### src/rtl/mrd_rd_addr_gen_if.sv
// Read-beat bus from the address generator to the RAM read port / butterfly input.
// valid/ready: a beat transfers on a clock edge where out_valid && out_ready; once
// out_valid is high, every out_* field holds stable until that transfer happens.
interface mrd_rd_addr_gen_if #(
   parameter int AW  = 12,
   parameter int NFW = 3
);
   logic           out_valid;
   logic           out_ready;
   logic [AW-1:0]  out_addr;
   logic [NFW-1:0] out_m;
   logic [AW-1:0]  out_k;
   logic           out_sop;
   logic           out_eop;
   logic [2:0]     out_stage;

   modport master (
      output out_valid, out_addr, out_m, out_k, out_sop, out_eop, out_stage,
      input  out_ready
   );

   modport slave (
      input  out_valid, out_addr, out_m, out_k, out_sop, out_eop, out_stage,
      output out_ready
   );
endinterface

### src/rtl/mrd_rd_addr_gen.sv
// Walks every radix-nf butterfly group of one DFT stage and issues RAM read
// addresses addr = k + m*stride (m inner, k outer), one per handshaked beat.
module mrd_rd_addr_gen #(
   parameter int AW  = 12,
   parameter int NFW = 3
) (
   input  logic                 clk,
   input  logic                 rst_n,
   input  logic                 start,
   input  logic [2:0]           stage,
   input  logic [NFW-1:0]       nf,
   input  logic [AW-1:0]        stride,
   mrd_rd_addr_gen_if.master    rd,
   output logic                 rd_ongoing,
   output logic                 done,
   output logic                 err,
   output logic [1:0]           dbg_state
);

   typedef enum logic [1:0] {
      IDLE = 2'd0,
      RUN  = 2'd1,
      DONE = 2'd2
   } state_t;

   localparam logic [NFW-1:0] NF_MIN = NFW'(2);
   localparam logic [NFW-1:0] NF_MAX = NFW'(5);
   localparam logic [NFW-1:0] NF_ONE = NFW'(1);
   localparam logic [AW-1:0]  A_ONE  = AW'(1);

   state_t         state_q, state_d;
   logic [NFW-1:0] nf_q, nf_d, m_q, m_d;
   logic [AW-1:0]  stride_q, stride_d, k_q, k_d, addr_q, addr_d;
   logic [2:0]     stage_q, stage_d;
   logic           err_q, err_d;
   logic           params_ok, fire, last_m, last_k;

   assign params_ok = (nf >= NF_MIN) && (nf <= NF_MAX) && (stride != '0);
   assign fire      = (state_q == RUN) && rd.out_ready;
   assign last_m    = (m_q == nf_q - NF_ONE);
   assign last_k    = (k_q == stride_q - A_ONE);

   always_comb begin
      state_d  = state_q;
      nf_d     = nf_q;
      stride_d = stride_q;
      stage_d  = stage_q;
      m_d      = m_q;
      k_d      = k_q;
      addr_d   = addr_q;
      err_d    = 1'b0;
      case (state_q)
         IDLE: begin
            if (start) begin
               if (params_ok) begin
                  state_d  = RUN;
                  nf_d     = nf;
                  stride_d = stride;
                  stage_d  = stage;
                  m_d      = '0;
                  k_d      = '0;
                  addr_d   = '0;
               end else begin
                  // Rejected start: report through done/err, keep previous capture.
                  state_d = DONE;
                  err_d   = 1'b1;
               end
            end
         end
         RUN: begin
            if (fire) begin
               if (last_m && last_k) begin
                  state_d = DONE;
               end else if (last_m) begin
                  m_d    = '0;
                  k_d    = k_q + A_ONE;
                  addr_d = k_q + A_ONE;
               end else begin
                  // Next input of the same group sits one stride further on.
                  m_d    = m_q + NF_ONE;
                  addr_d = addr_q + stride_q;
               end
            end
         end
         DONE:    state_d = IDLE;
         default: state_d = IDLE;
      endcase
   end

   always_ff @(posedge clk) begin
      if (!rst_n) begin
         state_q  <= IDLE;
         nf_q     <= '0;
         stride_q <= '0;
         stage_q  <= '0;
         m_q      <= '0;
         k_q      <= '0;
         addr_q   <= '0;
         err_q    <= 1'b0;
      end else begin
         state_q  <= state_d;
         nf_q     <= nf_d;
         stride_q <= stride_d;
         stage_q  <= stage_d;
         m_q      <= m_d;
         k_q      <= k_d;
         addr_q   <= addr_d;
         err_q    <= err_d;
      end
   end

   assign rd.out_valid = (state_q == RUN);
   assign rd.out_addr  = addr_q;
   assign rd.out_m     = m_q;
   assign rd.out_k     = k_q;
   assign rd.out_sop   = (state_q == RUN) && (m_q == '0);
   assign rd.out_eop   = (state_q == RUN) && last_m;
   assign rd.out_stage = stage_q;
   assign rd_ongoing   = (state_q == RUN);
   assign done         = (state_q == DONE);
   assign err          = err_q;
   assign dbg_state    = state_q;

endmodule

### src/flat_wrapper.sv
// flat-port wrapper written by rule: the top's interface ports become plain ports
module mrd_rd_addr_gen_flat 
#(
   parameter int AW  = 12,
   parameter int NFW = 3
)
  (clk, rst_n, start, stage, nf, stride, rd_ongoing, done, err, dbg_state, rd_out_valid, rd_out_addr, rd_out_m, rd_out_k, rd_out_sop, rd_out_eop, rd_out_stage, rd_out_ready);
  mrd_rd_addr_gen_if #(.AW(AW), .NFW(NFW)) rd_i ();
  input  logic clk;
  input  logic rst_n;
  input  logic start;
  input  logic [2:0] stage;
  input  logic [NFW-1:0] nf;
  input  logic [AW-1:0] stride;
  output logic rd_ongoing;
  output logic done;
  output logic err;
  output logic [1:0] dbg_state;
  output wire logic [$bits(rd_i.out_valid)-1:0] rd_out_valid;
  output wire logic [$bits(rd_i.out_addr)-1:0] rd_out_addr;
  output wire logic [$bits(rd_i.out_m)-1:0] rd_out_m;
  output wire logic [$bits(rd_i.out_k)-1:0] rd_out_k;
  output wire logic [$bits(rd_i.out_sop)-1:0] rd_out_sop;
  output wire logic [$bits(rd_i.out_eop)-1:0] rd_out_eop;
  output wire logic [$bits(rd_i.out_stage)-1:0] rd_out_stage;
  input wire logic [$bits(rd_i.out_ready)-1:0] rd_out_ready;
  assign rd_out_valid = rd_i.out_valid;
  assign rd_out_addr = rd_i.out_addr;
  assign rd_out_m = rd_i.out_m;
  assign rd_out_k = rd_i.out_k;
  assign rd_out_sop = rd_i.out_sop;
  assign rd_out_eop = rd_i.out_eop;
  assign rd_out_stage = rd_i.out_stage;
  assign rd_i.out_ready = rd_out_ready;
  mrd_rd_addr_gen #(.AW(AW), .NFW(NFW)) u_core (.clk(clk), .rst_n(rst_n), .start(start), .stage(stage), .nf(nf), .stride(stride), .rd(rd_i), .rd_ongoing(rd_ongoing), .done(done), .err(err), .dbg_state(dbg_state));
endmodule
### config.mk
export PLATFORM = sky130hd
export DESIGN_NAME = mrd_rd_addr_gen_flat
export DESIGN_NICKNAME = d
export VERILOG_FILES = /design/src/rtl/mrd_rd_addr_gen_if.sv /design/src/rtl/mrd_rd_addr_gen.sv /design/src/flat_wrapper.sv
export SDC_FILE = /design/constraint.sdc
export NUM_CORES = 1
export LEC_CHECK = 0
export ABC_AREA = 1
export CAP_MARGIN = 20
export CORE_ASPECT_RATIO = 1.25
export CORE_MARGIN = 4
export CORE_UTILIZATION = 37
export DETAILED_ROUTE_END_ITERATION = 10
export DONT_BUFFER_PORTS = 1
export GPL_TIMING_DRIVEN = 1
export PLACE_DENSITY = 0.56
export RECOVER_POWER = 100
export SLEW_MARGIN = 25
export SYNTH_ARGS = -nofsm -noshare
export SYNTH_HDL_FRONTEND = slang
export SYNTH_SLANG_ARGS = --single-unit
### constraint.sdc
create_clock -name clk -period 6.8 [get_ports clk]
set_clock_uncertainty 0.15 [all_clocks]
set_input_delay 0.68 -clock clk [delete_from_list [all_inputs] [get_ports clk]]
set_output_delay 0.68 -clock clk [all_outputs]
set_load 0.01 [all_outputs]
==> results.cfg <==
[status]
outcome = finished clean

[detailed_routing]
vias = 3149
wl_per_cell_um = 15.7
wirelength_um = 9670
drc = 0
drt-initial-drc-count = 187
antenna_left = 0
via_per_inst = 5.13
drtPass1Iterations = 5

[final_layout]
finalInstanceArea_mm2 = 0.00351
drive_above_1_share = 0.0810
instances_no_fill = 614
syn_to_final_growth_pct = 3.01
final_cell_mix = nand2_1, inv_1, dfxtp_1
fill_cells = 994
diodes = 0
mostFrequentLayoutCell = nand2_1
fin_nets = 532

[sta]
maxSlewViolCount = 0
worstMarginPinSlew_ns = 0.881
max_freq_mhz = 276
rsz0062_at_grt = no
hold_violations = 0
final-setup-viol-count = 0
finalCriticalPeriod_ns = 3.63
setup-tns-final_ns = 0
timing.hold.ws_ns = 0.313
fin_crit_sh = 0.533
slew_headroom = 0.408

[synth]
synth_compound_area_frac = 0.151
synth_top_family_by_area = simple AND/OR/NAND/NOR gates
synth_xor_xnor_area_share = 0.0607
syn_inst = 500
ys_seq_area_frac = 0.282
synth_fp_nets = 539
synthTopCellsByArea = dfxtp_1, nand2_1, nand3_1
synth-simple-area-share = 0.343
ys_seq_elements = 48
avgSynthCellArea_um2 = 6.81
synth_largest_area_cell = dfxtp_1
synth_mux_area_frac = 0.00294
netlist.area_leader.share = 0.282
synth_cell_types = 44
ys_warn_count = 0
netlist_area_mm2 = 0.00340
synthAdderAreaFrac = 0.0647

[global_route]
grt_pass1_wl_um = 15500
track_usage = 0.185
grt_max_degree = 38
overflow = 0
antenna_found_initial = 0
grt_pass1_vias = 3033

[place]
port_buffers = 0
dp.cells = 606
place.gp.congestion = 0.869
place_area_mm2 = 0.00346
dp_hpwl_um = 7670

[clock_network]
cts_tree = yes
post_cts_resized = 0
post_cts_buffers = 0
cts-root-buf = clkbuf_8
cts_hold_buf = 0
clock_latency_ns = 0.32
clk_transition_reported_paths_ns = 0.10
cts_buffers = 5
cts_max_path_buffers = 2
clock-sinks = 48
htreeDepth = 2

[die]
die-area_mm2 = 0.0108
die_w_um = 93.8
ios = 60
die_h_um = 115
start_util = 0.385
core-area_mm2 = 0.00884
row_count = 38

[worst_setup_path]
crit_chain = inv_1 -> nor2_1 -> inv_1 -> or2_0 -> o211ai_1 -> a21oi_1 -> nand2_1 -> inv_1 -> nand2_1 -> a21oi_2
slowest_delay_ns = 0.62
path_buf_inv = 3
critical_path_arrival_ns = 3.67
slowest_stage = nand2_1
critPathMaxFanout = 19
startpoint_type = register
timing.critical_path.mode_cell = inv_1
critPathRequiredTime_ns = 6.84
crit_family = simple AND/OR/NAND/NOR gates
crit_path_end_kind = register
critPathKind = reg -> reg

[pwr]
leakage_nw = 1.53
powerDensity_mw_per_mm2 = 220
peakVddDrop_uv = 104

[min_path]
hold_path_class = in -> reg

[run]
max_cap_violations = 0
-- cell type report --
type,count,area (um2),area share
tap,120,150,0.0428
multi-input combinational,376,2070,0.590
clock inverter,3,23.8,0.00678
clock buffer,5,68.8,0.0196
inverter,62,233,0.0664
sequential,48,961,0.274
-- metrics by stage --
step                total power, W  setup slack, ns   util
global route              0.000828             2.84  0.396
global placement          0.000600             3.86  0.392
floorplan                 0.000558             4.56      -
detailed placement        0.000603             3.87  0.392
finish                    0.000770             3.17  0.396
CTS                       0.000789             3.87  0.402
-- Yosys cell counts, drive strengths merged --
cell     number
xor2         18
nand3b        3
buf           8
clkinv        1
nor2         52
o21a          1
ha           16
nor4          5
a211oi        3
dfxtp        48
inv          61
o211ai        2
o2111ai       1
clkbuf        6
xnor3         1
o21ai        33
a31oi         1
fa            1
a31o          1
nor3          6
nand3        45
nand4         9
a21oi        42
mux2i         1
xnor2         3
or2           2
a22oi         1
nand2       126
a21o          3
-- worst paths after layout --
| kind | start | endpoint | cells past startpoint | slack (ns) |
|---|---|---|---|---|
| worst max-delay path | u_core.dbg_state[0] | u_core.rd.out_addr[9] | 10 | 3.17 |
| worst min-delay path | rst_n | u_core.dbg_state[0] | 2 | 0.31 |
| worst max register to register | u_core.dbg_state[0] | u_core.rd.out_addr[9] | 10 | 3.17 |
| worst min register to register | u_core.nf_q[2] | u_core.nf_q[2] | 2 | 0.33 |
-- flip-flops by register name (all words and copies together), names as in the netlist --
| register | cells |
|---|---|
| u_core.rd.out_addr | 12 |
| u_core.stride_q | 12 |
| u_core.nf_q | 3 |
| u_core.rd.out_m | 3 |
| u_core.err | 1 |
| u_core.dbg_state | 2 |
| u_core.rd.out_stage | 3 |
| u_core.rd.out_k | 12 |
-- report_power, final --
group	switching (W)	internal, W
Clock	0.000111	0.0000731
Combinational	0.000163	0.0000816
Sequential	0.0000381	0.000304
Total	0.000311	0.000459
-- routing by layer --
metal / wire length [um] / vias up / track usage
met2: 4830 / 69 / 0.330
li1: - / 1626 / -
met3: 594 / 16 / 0.0550
met1: 4000 / 1438 / 0.206
met4: 246 / 0 / 0.0684
met5: 0 / - / 0
-- cell families after synthesis --
kind of cell | count (synthesis)
and+or+nand+nor | 248
AOI/OAI and AO/OA | 88
buffers and inverters | 76
DFF | 48
xor gates and xnor gates | 22
adders and majority gates | 17
muxes | 1
No activity file was read; power rests on OpenSTA's default activity.
